## config.mk

```make
export PLATFORM = sky130hd
export DESIGN_NAME = pic_priority_arbiter
export DESIGN_NICKNAME = d
export VERILOG_FILES = /design/src/rtl/pic_priority_arbiter.sv
export SDC_FILE = /design/constraint.sdc
export NUM_CORES = 1
export LEC_CHECK = 0
export ABC_AREA = 1
export CAP_MARGIN = 20
export CORE_MARGIN = 2
export CORE_UTILIZATION = 30
export CTS_CLUSTER_SIZE = 28
export DETAILED_ROUTE_END_ITERATION = 8
export GPL_TIMING_DRIVEN = 0
export PLACE_DENSITY = 0.53
export SYNTH_ARGS = -nofsm -noshare
export SYNTH_HDL_FRONTEND = slang
export SYNTH_SLANG_ARGS = --single-unit
```

## constraint.sdc

```tcl
create_clock -name clk -period 4.4 [get_ports clk]
set_input_delay 1.1 -clock clk [delete_from_list [all_inputs] [get_ports clk]]
set_output_delay 1.1 -clock clk [all_outputs]
set_load 0.05 [all_outputs]
```

## src/rtl/pic_priority_arbiter.sv

```systemverilog
// rtl/pic_priority_arbiter.sv - 8259A-style rotating priority resolver with in-service tracking
module pic_priority_arbiter #(
  parameter int NUM_IRQ = 8,
  parameter int ID_W    = $clog2(NUM_IRQ)
) (
  input  logic               clk,
  input  logic               rst_n,
  input  logic [NUM_IRQ-1:0] irr,
  input  logic [NUM_IRQ-1:0] imr,
  input  logic               rotate_on_eoi,
  input  logic               aeoi,
  input  logic               eoi,
  input  logic               eoi_spec,
  input  logic [ID_W-1:0]    eoi_id,
  input  logic               set_prio,
  input  logic [ID_W-1:0]    set_prio_id,
  input  logic               int_ack,
  output logic               int_req,
  output logic [ID_W-1:0]    int_id,
  output logic [NUM_IRQ-1:0] isr,
  output logic [ID_W-1:0]    lowest_prio
);

  localparam logic [ID_W:0]   NUM_IRQ_W = (ID_W+1)'(NUM_IRQ);
  localparam logic [ID_W-1:0] LAST_ID   = ID_W'(NUM_IRQ - 1);

  logic               r_int_req;
  logic [ID_W-1:0]    r_int_id;
  logic [NUM_IRQ-1:0] r_isr;
  logic [ID_W-1:0]    r_lowest;

  logic [NUM_IRQ-1:0] w_pend;
  logic               w_cand_found;
  logic [ID_W-1:0]    w_cand_id;
  int                 w_cand_rank;
  logic               w_isr_found;
  logic [ID_W-1:0]    w_isr_top;
  int                 w_isr_rank;
  logic               w_req_valid;
  logic               w_ack;
  logic               w_eoi_id_ok;
  logic               w_prio_id_ok;
  logic [NUM_IRQ-1:0] w_isr_clr;
  logic [NUM_IRQ-1:0] w_isr_set;
  logic [ID_W-1:0]    w_lowest_nxt;

  // Line holding priority rank 'rank' (0 = highest) given the current lowest-priority line.
  function automatic logic [ID_W-1:0] f_line(input int rank, input logic [ID_W-1:0] low);
    int v;
    v = int'(low) + 1 + rank;
    if (v >= NUM_IRQ) v = v - NUM_IRQ;
    return ID_W'(v);
  endfunction

  assign w_pend       = irr & ~imr;
  assign w_ack        = int_ack & r_int_req;
  assign w_eoi_id_ok  = {1'b0, eoi_id} < NUM_IRQ_W;
  assign w_prio_id_ok = {1'b0, set_prio_id} < NUM_IRQ_W;

  // Highest-priority unmasked request; scan lowest rank last so the best one sticks.
  always_comb begin
    w_cand_found = 1'b0;
    w_cand_id    = '0;
    w_cand_rank  = 0;
    for (int r = NUM_IRQ - 1; r >= 0; r--) begin
      if (w_pend[f_line(r, r_lowest)]) begin
        w_cand_found = 1'b1;
        w_cand_id    = f_line(r, r_lowest);
        w_cand_rank  = r;
      end
    end
  end

  // Highest-priority line currently in service.
  always_comb begin
    w_isr_found = 1'b0;
    w_isr_top   = '0;
    w_isr_rank  = 0;
    for (int r = NUM_IRQ - 1; r >= 0; r--) begin
      if (r_isr[f_line(r, r_lowest)]) begin
        w_isr_found = 1'b1;
        w_isr_top   = f_line(r, r_lowest);
        w_isr_rank  = r;
      end
    end
  end

  // Fully nested: only a strictly higher-priority request may interrupt the current service.
  assign w_req_valid = w_cand_found && (!w_isr_found || (w_cand_rank < w_isr_rank));

  // ISR clear/set masks; clears see the pre-ack ISR and the ack set is OR-ed in afterwards.
  always_comb begin
    w_isr_clr = '0;
    w_isr_set = '0;
    if (eoi && w_isr_found)     w_isr_clr[w_isr_top] = 1'b1;
    if (eoi_spec && w_eoi_id_ok) w_isr_clr[eoi_id]   = 1'b1;
    if (w_ack && !aeoi)          w_isr_set[r_int_id] = 1'b1;
  end

  // Rotation sources in ascending precedence: EOI rotate, auto-EOI rotate, specific rotation.
  always_comb begin
    w_lowest_nxt = r_lowest;
    if (eoi && rotate_on_eoi && w_isr_found) w_lowest_nxt = w_isr_top;
    if (w_ack && aeoi && rotate_on_eoi)      w_lowest_nxt = r_int_id;
    if (set_prio && w_prio_id_ok)            w_lowest_nxt = set_prio_id;
  end

  // State update; the ack edge forces int_req low and skips evaluation for that cycle.
  always_ff @(posedge clk) begin
    if (!rst_n) begin
      r_int_req <= 1'b0;
      r_int_id  <= '0;
      r_isr     <= '0;
      r_lowest  <= LAST_ID;
    end else begin
      r_isr    <= (r_isr & ~w_isr_clr) | w_isr_set;
      r_lowest <= w_lowest_nxt;
      if (w_ack) begin
        r_int_req <= 1'b0;
      end else begin
        r_int_req <= w_req_valid;
        if (w_req_valid) r_int_id <= w_cand_id;
      end
    end
  end

  assign int_req     = r_int_req;
  assign int_id      = r_int_id;
  assign isr         = r_isr;
  assign lowest_prio = r_lowest;

endmodule
```

==> flow_metrics.py, run 1 <==
metrics = {
    "die": {
        "core_um2": 7290,
        "start_util": 0.310,
        "rows": 31,
        "die-area_um2": 8250,
        "io_pins": 45,
        "die_x_um": 90.8,
        "die_h_um": 90.8,
    },
    "placed_design": {
        "io_buffer_count": 44,
        "globalplace.congestion": 0.895,
        "hpwl_um": 5970,
    },
    "hold_path": {
        "hold_path_class": "reg -> reg",
    },
    "yosys": {
        "ys_warn_count": 0,
        "synthMuxAreaShare": 0,
        "synth-adder-area-share": 0.0221,
        "synth-seq-area-share": 0.133,
        "synth_top_family_by_area": "simple AND/OR/NAND/NOR gates",
        "synth_nets": 473,
        "synthXorXnorAreaFrac": 0.0243,
        "netlist_area_um2": 2260,
        "synth_cell_types": 32,
        "syn_inst": 439,
        "ys_seq_elements": 15,
        "synthSimpleGateAreaFrac": 0.546,
        "synth_compound_area_frac": 0.139,
        "avgSynthCellArea_um2": 5.15,
    },
    "critical_path": {
        "cp_top_family": "simple AND/OR/NAND/NOR gates",
        "r2r_slack_ns": 0.66,
        "path_class": "reg -> reg",
        "cpMostUsedCell": "nand2_1",
        "cp_num_buf_inv": 6,
        "crit_fanout": 10,
        "required_ns": 4.59,
        "crit_chain": "inv_2 -> buf_6 -> buf_6 -> ha_1 -> buf_4 -> clkbuf_1 -> nand3_1 -> nand2_1 -> nor2_1 -> a21oi_1 -> inv_1 -> nor2_1 -> nand3_1 -> nor2_1 -> ha_1 -> a21oi_1 -> nand2_1 -> nand2_1 -> nand2_2 -> nand2_1 -> nand2_1 -> nor2_1",
        "crit_path_end_kind": "register",
        "critical-path-slowest-cell": "dfxtp_1",
        "critPathLaunchType": "register",
        "max_stage_delay_ns": 0.51,
        "critPathArrivalTime_ns": 3.93,
    },
    "timing": {
        "slew_violations": 0,
        "max_freq_mhz": 268,
        "timing_hold_violations_final": 0,
        "post-route-period-util": 0.849,
        "finClkSkew_ns": 0.00488,
        "grt_setup_unrepaired": "no",
        "worstMarginPinSlew_ns": 0.826,
        "setup_violations": 0,
        "fin_crit_ns": 3.74,
        "max_slew_margin": 0.445,
        "setup_tns_ns": 0,
    },
    "detailed_routing": {
        "wirelength_um": 7400,
        "drc": 0,
        "wl_per_cell_um": 12.6,
        "first_pass_iters": 4,
        "vias": 2766,
        "vias_per_cell": 4.72,
        "final_antenna_net_count": 0,
        "drt-initial-drc-count": 168,
    },
    "layout": {
        "syn_to_final_growth_pct": 26.9,
        "fin_util": 0.394,
        "drive_gt1_frac": 0.0760,
        "nets": 522,
        "diodes": 0,
    },
    "clock_network": {
        "cts_tree": "done",
        "cts_setup_buffers": 0,
        "cts.repair.resized": 0,
        "cts.clk_slew.worst_paths_ns": 0.07,
        "cts.path.max_buffers": 2,
        "cts_root_buf": "clkbuf_8",
        "cts_buffers": 3,
        "htreeDepth": 1,
        "hold_buffers": 0,
        "clk_latency_ns": 0.25,
        "numClockSinks": 15,
    },
    "global_route": {
        "grt_pass1_wl_um": 12600,
        "grt_pass1_vias": 2667,
        "grt_max_degree": 11,
        "grt_overflow": 0,
        "track_usage": 0.182,
        "antenna_found_initial": 0,
    },
    "run_status": {
        "status": "complete, no violations",
    },
    "run": {
        "drv_cap": 0,
    },
}
-- metrics by stage --
step	setup slack [ns]	instances	cell area [um^2]	hold slack (ns)
5_1_grt	0.167	586	2870	0.631
6_report	0.664	586	2870	0.590
3_5_place_dp	0.651	582	2830	0.580
3_3_place_gp	0.644	582	2830	0.587
4_1_cts	0.615	586	2870	0.593
2_1_floorplan	0.959	439	2260	0.771
-- synth_stat cells --
master	number	area, um^2
nand2_2	5	31.3
buf_6	3	33.8
o21ai_1	3	15.0
clkbuf_1	1	3.75
a21oi_2	2	17.5
nand3_2	2	20.0
nor2_1	30	113
o211ai_1	1	7.51
or2_1	1	6.26
nor3_1	9	45.0
a21o_1	1	7.51
inv_2	11	41.3
inv_1	51	191
nor2_2	1	6.26
o21ai_0	18	90.1
a21oi_1	25	125
nand3_1	65	325
nor3_4	1	16.3
xor2_4	1	27.5
a31oi_1	1	6.26
buf_4	3	22.5
ha_1	4	50.1
nand2_1	173	649
o21a_1	1	7.51
xnor2_4	1	27.5
clkinv_1	1	3.75
o21bai_1	2	15.0
dfxtp_1	15	300
a41oi_1	1	8.76
a21boi_0	2	15.0
buf_2	2	10.0
nand2_4	2	22.5
-- kinds of logic after synthesis --
| kind of cell | after synthesis |
|---|---|
| AOI/OAI and AO/OA | 57 |
| xor gates and xnor gates | 2 |
| adders and majority gates | 4 |
| buffers and inverters | 72 |
| DFF | 15 |
| and+or+nand+nor | 289 |
-- final cells by class --
cell class / count / area, um^2
buffer: 9 / 70.1
timing repair buffer: 44 / 440
fill: 849 / 4420
multi-input combinational: 352 / 1660
sequential: 15 / 300
inverter: 63 / 236
clock buffer: 4 / 45.0
tap: 99 / 124
-- final timing paths --
| path | end | cells past startpoint | startpoint |
|---|---|---|---|
| max | int_id[2] | 22 | lowest_prio[0] |
| min | isr[7] | 4 | isr[7] |
| max reg2reg | int_id[2] | 22 | lowest_prio[0] |
| min reg2reg | isr[7] | 4 | isr[7] |
-- state kept, by name (all words and copies together), names as in the netlist --
signal / cells
isr: 8
lowest_prio: 3
int_id: 3
int_req: 1
-- metal layers --
metal | global-route usage | routed length [um] | vias to the layer above
li1 | - | - | 1492
met1 | 0.239 | 3590 | 1202
met2 | 0.324 | 3460 | 66
met3 | 0.0159 | 293 | 6
met4 | 0.0366 | 51 | 0
met5 | 0 | 0 | -
-- worst min-delay path, stage by stage, from the launching register on --
cell and delay [ns]:
dfxtp_1 0.32, inv_1 0.07, a21oi_1 0.04, nand2_1 0.05, a21oi_1 0.05
-- placed cells by master, fill, tap and decap left out, types with 2 or more instances in the layout --
cell type / instances
nand2_1: 173
nand3_1: 65
inv_1: 51
clkdlybuf4s50_1: 44
nor2_1: 30
a21oi_1: 25
o21ai_0: 18
dfxtp_1: 15
inv_2: 11
nor3_1: 9
nand2_2: 5
ha_1: 4
buf_6: 3
buf_4: 3
o21ai_1: 3
clkbuf_8: 3
nand2_4: 2
buf_2: 2
a21oi_2: 2
nand3_2: 2
clkbuf_1: 2
o21bai_1: 2
a21boi_0: 2
Power of run 1 is left out: the tool's default activity adds up to more than one toggle a clock period on the data nets, which glitch-free logic cannot reach.
==> run 2, diff against run 1 <==
PLACE_DENSITY = 0.55   (was 0.53)
clock period = 3.15 ns   (was 4.4 ns; I/O delays follow)
==> flow_metrics.py, run 2 (synthesized netlist as in run 1, its figures left out) <==
metrics = {
    "critical_path": {
        "required_ns": 3.33,
        "critPathArrivalTime_ns": 3.19,
        "critPathLaunchType": "register",
        "crit_path_end_kind": "register",
        "path_class": "reg -> reg",
        "max_stage_delay_ns": 0.36,
        "crit_fanout": 10,
        "cpMostUsedCell": "nand2_1",
        "crit_chain": "inv_2 -> buf_8 -> buf_8 -> ha_4 -> buf_8 -> clkbuf_8 -> nand3_1 -> nand2_1 -> inv_1 -> nand2_1 -> nand2_2 -> inv_2 -> nand2_4 -> nor3_2 -> nor2_1 -> ha_1 -> a21oi_1 -> nand2_1 -> nand2_2 -> nand2_4 -> nand2_2 -> nand2_1 -> nor2_1",
        "critical-path-slowest-cell": "dfxtp_4",
    },
    "timing": {
        "max_freq_mhz": 332,
        "max_slew_margin": 0.439,
        "slew_violations": 0,
        "setup_violations": 0,
        "finClkSkew_ns": 0.00382,
        "post-route-period-util": 0.956,
        "fin_crit_ns": 3.01,
        "grt_setup_unrepaired": "yes",
        "setup_slack_ns": 0.139,
        "timing_hold_violations_final": 0,
        "worstMarginPinSlew_ns": 0.835,
        "hold_slack_ns": 0.594,
    },
    "global_route": {
        "grt_pass1_vias": 2733,
        "grt_max_degree": 11,
        "antenna_found_initial": 0,
        "grt_pass1_wl_um": 12400,
        "track_usage": 0.181,
        "grt_overflow": 0,
    },
    "detailed_routing": {
        "vias_per_cell": 4.82,
        "final_antenna_net_count": 0,
        "first_pass_iters": 4,
        "wl_per_cell_um": 12.6,
        "drc": 0,
        "vias": 2889,
        "drt-initial-drc-count": 140,
        "wirelength_um": 7550,
    },
    "clock_network": {
        "clk_latency_ns": 0.25,
        "htreeDepth": 1,
        "cts_buffers": 3,
        "cts.path.max_buffers": 2,
        "cts_root_buf": "clkbuf_8",
        "cts_tree": "done",
        "numClockSinks": 15,
        "hold_buffers": 0,
        "cts.clk_slew.worst_paths_ns": 0.06,
    },
    "layout": {
        "final_common_cell": "nand2_1",
        "final_cell_mix": "nand2_1 (155), nand3_1 (63), inv_1 (47)",
        "largest_register_ff_count": 8,
        "diodes": 0,
        "syn_to_final_growth_pct": 39.9,
        "fill_cells": 850,
        "register_area_um2": 305,
        "nets": 535,
        "multi_input_area_um2": 1810,
        "drive_gt1_frac": 0.176,
    },
    "placed_design": {
        "hpwl_um": 5890,
        "globalplace.congestion": 0.920,
        "io_buffer_count": 44,
        "place_ws_ns": -0.389,
    },
    "die": {
        "io_pins": 45,
        "die_x_um": 90.8,
        "die_h_um": 90.8,
        "rows": 31,
        "core_um2": 7290,
        "die-area_um2": 8250,
        "start_util": 0.310,
    },
    "run_status": {
        "status": "complete, no violations",
    },
    "hold_path": {
        "hold_path_class": "reg -> reg",
    },
    "run": {
        "drv_cap": 0,
    },
}
-- run 2: path summary, 6_finish.rpt --
path | startpoint | to | slack (ns) | cells after the start
worst min-delay path | isr[3] | isr[3] | 0.59 | 4
worst min register to register | isr[3] | isr[3] | 0.59 | 4
worst max-delay path | lowest_prio[0] | int_id[2] | 0.14 | 23
worst max register to register | lowest_prio[0] | int_id[2] | 0.14 | 23
-- run 2: critical path, delay by kind of cell, from the launching register on --
kind | cells | cell delay, ns
AOI/OAI and AO/OA | 1 | 0.15
DFF | 1 | 0.36
and+or+nand+nor | 13 | 1.16
adders and majority gates | 2 | 0.57
buffers and inverters | 7 | 0.67
-- run 2: layout make-up --
type / count / area share
clock buffers: 4 / 0.0142
well taps: 99 / 0.0391
repair buffers: 57 / 0.170
plain buffers: 9 / 0.0332
multi-input cells: 352 / 0.571
inverters: 63 / 0.0755
flip-flops and latches: 15 / 0.0965
-- run 2: repair_timing --
item | in CTS | in global routing
gates resized for setup | 19 | 35
setup endpoints to repair | 4 | 12
setup buffers | 4 | 9
pin swaps | 4 | 17
-- run 2: routing by layer --
metal,up-vias,global-route usage,share of wire
met5,-,0,0
met4,0,0.0593,0.021
met3,17,0.0175,0.042
met2,74,0.317,0.47
met1,1279,0.233,0.47
li1,1519,-,-
-- run 2: metrics by stage --
step / util / setup TNS [ns] / cell area (um^2) / instances
global placement: 0.388 / -1.43 / 2830 / 582
CTS: 0.408 / 0 / 2980 / 590
global route: 0.434 / -0.171 / 3160 / 599
finish: 0.434 / 0 / 3160 / 599
detailed placement: 0.388 / -1.30 / 2830 / 582
floorplan: - / 0 / 2270 / 439
Power of run 2 is left out for the same reason.
==> variant 1, RTL diff (flow settings as in run 1) <==
The parameter `NUM_IRQ` goes from 8 to 4.
--- a/src/rtl/pic_priority_arbiter.sv
+++ b/src/rtl/pic_priority_arbiter.sv
@@ -1,5 +1,5 @@
 // rtl/pic_priority_arbiter.sv - 8259A-style rotating priority resolver with in-service tracking
 module pic_priority_arbiter #(
-  parameter int NUM_IRQ = 8,
+  parameter int NUM_IRQ = 4,
   parameter int ID_W    = $clog2(NUM_IRQ)
 ) (
Ports: changed (7 resized); port bits go from 45 to 29. The function was not compared with the original's and may differ.
==> variant 1 against run 1 <==
- register-to-register slack improved by 1.6 ns
- design area decreased by 49%
- critical path type is now in2reg
- largest cell class unchanged
- wire length decreased by 63%
- synthesized cell count decreased by 60%
- setup slack improved by 0.92 ns
- highest routed layer unchanged
- first-iteration DRC count decreased by 88%
- global-route usage decreased by 4.8 points
- sequential cell count decreased by 6
- count of clock-buffer cells in the layout unchanged
- sequential share of layout area increased by 1.9 points
- synthesized area decreased by 52%
Power is left out: it rests on default switching activity, and per cell area and clock period it moved more than threefold.
==> variant 1: results <==
group,metric,value,unit
yosys,synth_top_area_cell,"dfxtp_1",
min_path,worstHoldStart,"int_id[1]",
placed_design,dp.cells,250,
min_path,holdPathStages,2,
placed_design,pre_cts_slack,1.30,ns
cells_and_area,inv_count,32,
yosys,synth-seq-area-share,16.5,%
yosys,syn_nets,197,
route,routed_wl,2.70,mm
route,num_vias,1161,
yosys,synthTopCellsByCount,"nand2_1 (45), inv_1 (27), nand3_1 (26), nand2_2 (13)",
placed_design,dpl.hpwl,2.21,mm
route,wl_per_cell,10.6,um
cells_and_area,seq_share,12.4,%
cells_and_area,largest_reg_flops,4,
clock_tree,cts_root_buffer,"clkbuf_4",
critical_path,r2r_end,"int_id[0]",
global_routing,grtUsageTotal,13.4,%
global_routing,grt_pass1_vias,1079,
critical_path,r2r_slack,2.25,ns
cells_and_area,nMultiInputCombCells,131,
cells_and_area,n_all_buffers,32,
cells_and_area,multi_input_area_share,49.8,%
cells_and_area,area_growth,33.4,%
yosys,async_flop_share,0,%
critical_path,critPathLaunch,"imr[0]",
cells_and_area,clk_share,1.81,%
yosys,post_synth.cell_area_avg,6.19,um2
yosys,synthTopCellsByArea,"dfxtp_1 (17%), nand2_1 (15%), nand3_1 (12%), inv_1 (9.3%), nand2_2 (7.5%)",
clock_tree,cts_sinks,9,
min_path,worstHoldEndpoint,"isr[2]",
timing,skew,0.000354,ns
route,drt_iter0_drc,21,
run_status,status,"finished clean",
yosys,synth_cell_types,26,
critical_path,worst-endpoint-arrival,2.98,ns
critical_path,worst_r2r_path_depth,16,
timing,holdWs,0.565,ns
critical_path,crit_fanout,5,
placed_design,place_area,1430,um2
cells_and_area,layout-drive-gt1-share,19.2,%
timing,slew_headroom,66.7,%
placed_design,portBuffers,28,
placed_design,place_congestion,0.815,
global_routing,grt_pass1_wl,4.51,mm
cells_and_area,nFillCells,376,
cells_and_area,buf_share,23.6,%
-- variant 1: logic make-up after synthesis --
group / after synthesis / synth area share [%]
AND/OR/NAND/NOR: 103 / 48.2
adder cells (fa/ha/maj): 1 / 1.15
AO/OA/AOI/OAI: 25 / 14.1
flip-flops: 9 / 16.5
buffers and inverters: 36 / 17.0
XOR/XNOR: 2 / 2.99
-- variant 1: routing by layer --
| metal | routed length (um) | GRT usage, % | up-vias |
|---|---|---|---|
| li1 | - | - | 622 |
| met1 | 1260 | 16.3 | 507 |
| met2 | 1280 | 23.8 | 28 |
| met3 | 133 | 2.11 | 4 |
| met4 | 27 | 4.52 | 0 |
| met5 | 0 | 0 | - |
-- variant 1: critical path: stages --
cell and delay, ns:
clkdlybuf4s50_1 0.45, inv_1 0.06, nand3_2 0.08, nand2_1 0.08, nand2_2 0.07, nand2_2 0.06
nor2_1 0.21, a21boi_0 0.22, ha_1 0.25, nand2_1 0.06, nand2_1 0.05, nand2_2 0.09
nand3_1 0.08, nand2_1 0.07, nor2_1 0.04
==> variant 2, RTL diff (settings of run 1) <==
Made on the original files. Reset style: asynchronous (`rst_n`), changed in one clocked block.
--- a/src/rtl/pic_priority_arbiter.sv
+++ b/src/rtl/pic_priority_arbiter.sv
@@ -107,5 +107,5 @@
 
   // State update; the ack edge forces int_req low and skips evaluation for that cycle.
-  always_ff @(posedge clk) begin
+  always_ff @(posedge clk or negedge rst_n) begin
     if (!rst_n) begin
       r_int_req <= 1'b0;
Function: differs if rst_n is asserted again (counterexample within 4 cycles, from zero or initial values and one cycle with rst_n low); with rst_n held inactive, the same outputs for 4 cycles.
==> variant 2 against run 1 <==
- setup slack improved by 0.077 ns
- synthesized area rose by 3.8%
- design area is 3.1% higher
- wire length is 1.4% lower
- sequential cell count stayed put
- die area grew 3.6%
- hold slack lost 0.045 ns
- critical path depth is 3 higher
- critical endpoint is now int_id[2]
- largest cell class unchanged
Power is not shown: default switching activity piles up to over one toggle a cycle in this logic, so the estimate is an artifact.
==> variant 2: results <==
group,metric,value,unit
placed_design,dpl.hpwl,6.04,mm
yosys,syn_nets,465,
cells_and_area,layout-drive-gt1-share,12.1,%
yosys,synthTopCellsByCount,"nand2_1 (175), nand3_1 (55), inv_1 (45), nor2_1 (33), a21oi_1 (17)",
critical_path,cp_top_family,"simple AND/OR/NAND/NOR gates",
min_path,worstHoldEndpoint,"int_id[0]",
critical_path,critPathLaunch,"lowest_prio[0]",
route,m1WireLength,3.40,mm
route,drt_iter0_drc,178,
timing,skew,0.000942,ns
global_routing,grt_pass1_wl,12.2,mm
global_routing,use_met2,31.4,%
global_routing,grt_max_degree,16,
yosys,async_flop_share,100,%
min_path,worstHoldStart,"int_id[0]",
run_status,status,"finished clean",
clock_tree,cts_root_buffer,"clkbuf_8",
critical_path,r2r_slack,0.74,ns
critical_path,worst_r2r_path_depth,25,
yosys,synth_xor_area_share,1.39,%
critical_path,r2r_end,"int_id[2]",
yosys,synth_cell_types,29,
route,dr_wl_met3,269,um
cells_and_area,fin_nets,514,
placed_design,place_congestion,0.905,
route,wl_per_cell,12.6,um
yosys,ys.flop_type,"dfrtp_1",
yosys,synth-seq-area-share,16.1,%
critical_path,crit_path_top_delay_cell,"dfstp_2",
min_path,holdPathStages,2,
yosys,synthTopCellsByArea,"nand2_1 (28%), dfrtp_1 (13%), nand3_1 (12%), inv_1 (7.2%), nor2_1 (5.3%)",
route,avgViaCountPerCell,4.74,
yosys,synth-adder-area-share,2.13,%
global_routing,grt_pass1_vias,2649,
global_routing,grtUsageTotal,17.8,%
clock_tree,cts.clk_slew.worst_paths,0.06,ns
route,met2_length,3.45,mm
global_routing,grtUsageMet1,22.9,%
critical_path,worst-endpoint-arrival,3.80,ns
yosys,synth_compound_area_share,12.5,%
cells_and_area,nFillCells,869,
[variant 2: changes by cell type in the layout (fill, tap and decap cells not counted), sizes merged, moves of 6 or more]
| cell | before | now |
|---|---|---|
| nor3 | 10 | 4 |
| inv | 62 | 54 |
| a21oi | 27 | 19 |
| dfrtp | 0 | 12 |
| dfxtp | 15 | 0 |
| nand2 | 180 | 189 |
[variant 2: stage by stage]
step	hold slack, ns	instance area (um2)	utilization, %	instances	setup WS, ns
detailed placement	0.524	2920	38.1	577	0.735
CTS	0.539	2960	38.7	581	0.716
finish	0.545	2960	38.7	581	0.741
global placement	0.525	2920	38.1	577	0.745
floorplan	0.618	2350	-	431	1.03
global route	0.583	2960	38.7	581	0.319
[variant 2: final cells by class]
cell class / count / area share (%)
Buffer: 10 / 3.13
Clock buffer: 4 / 1.52
Inverter: 54 / 7.01
Sequential cell: 15 / 12.8
Timing Repair Buffer: 44 / 14.9
Tap cell: 102 / 4.31
Multi-Input combinational cell: 352 / 56.4
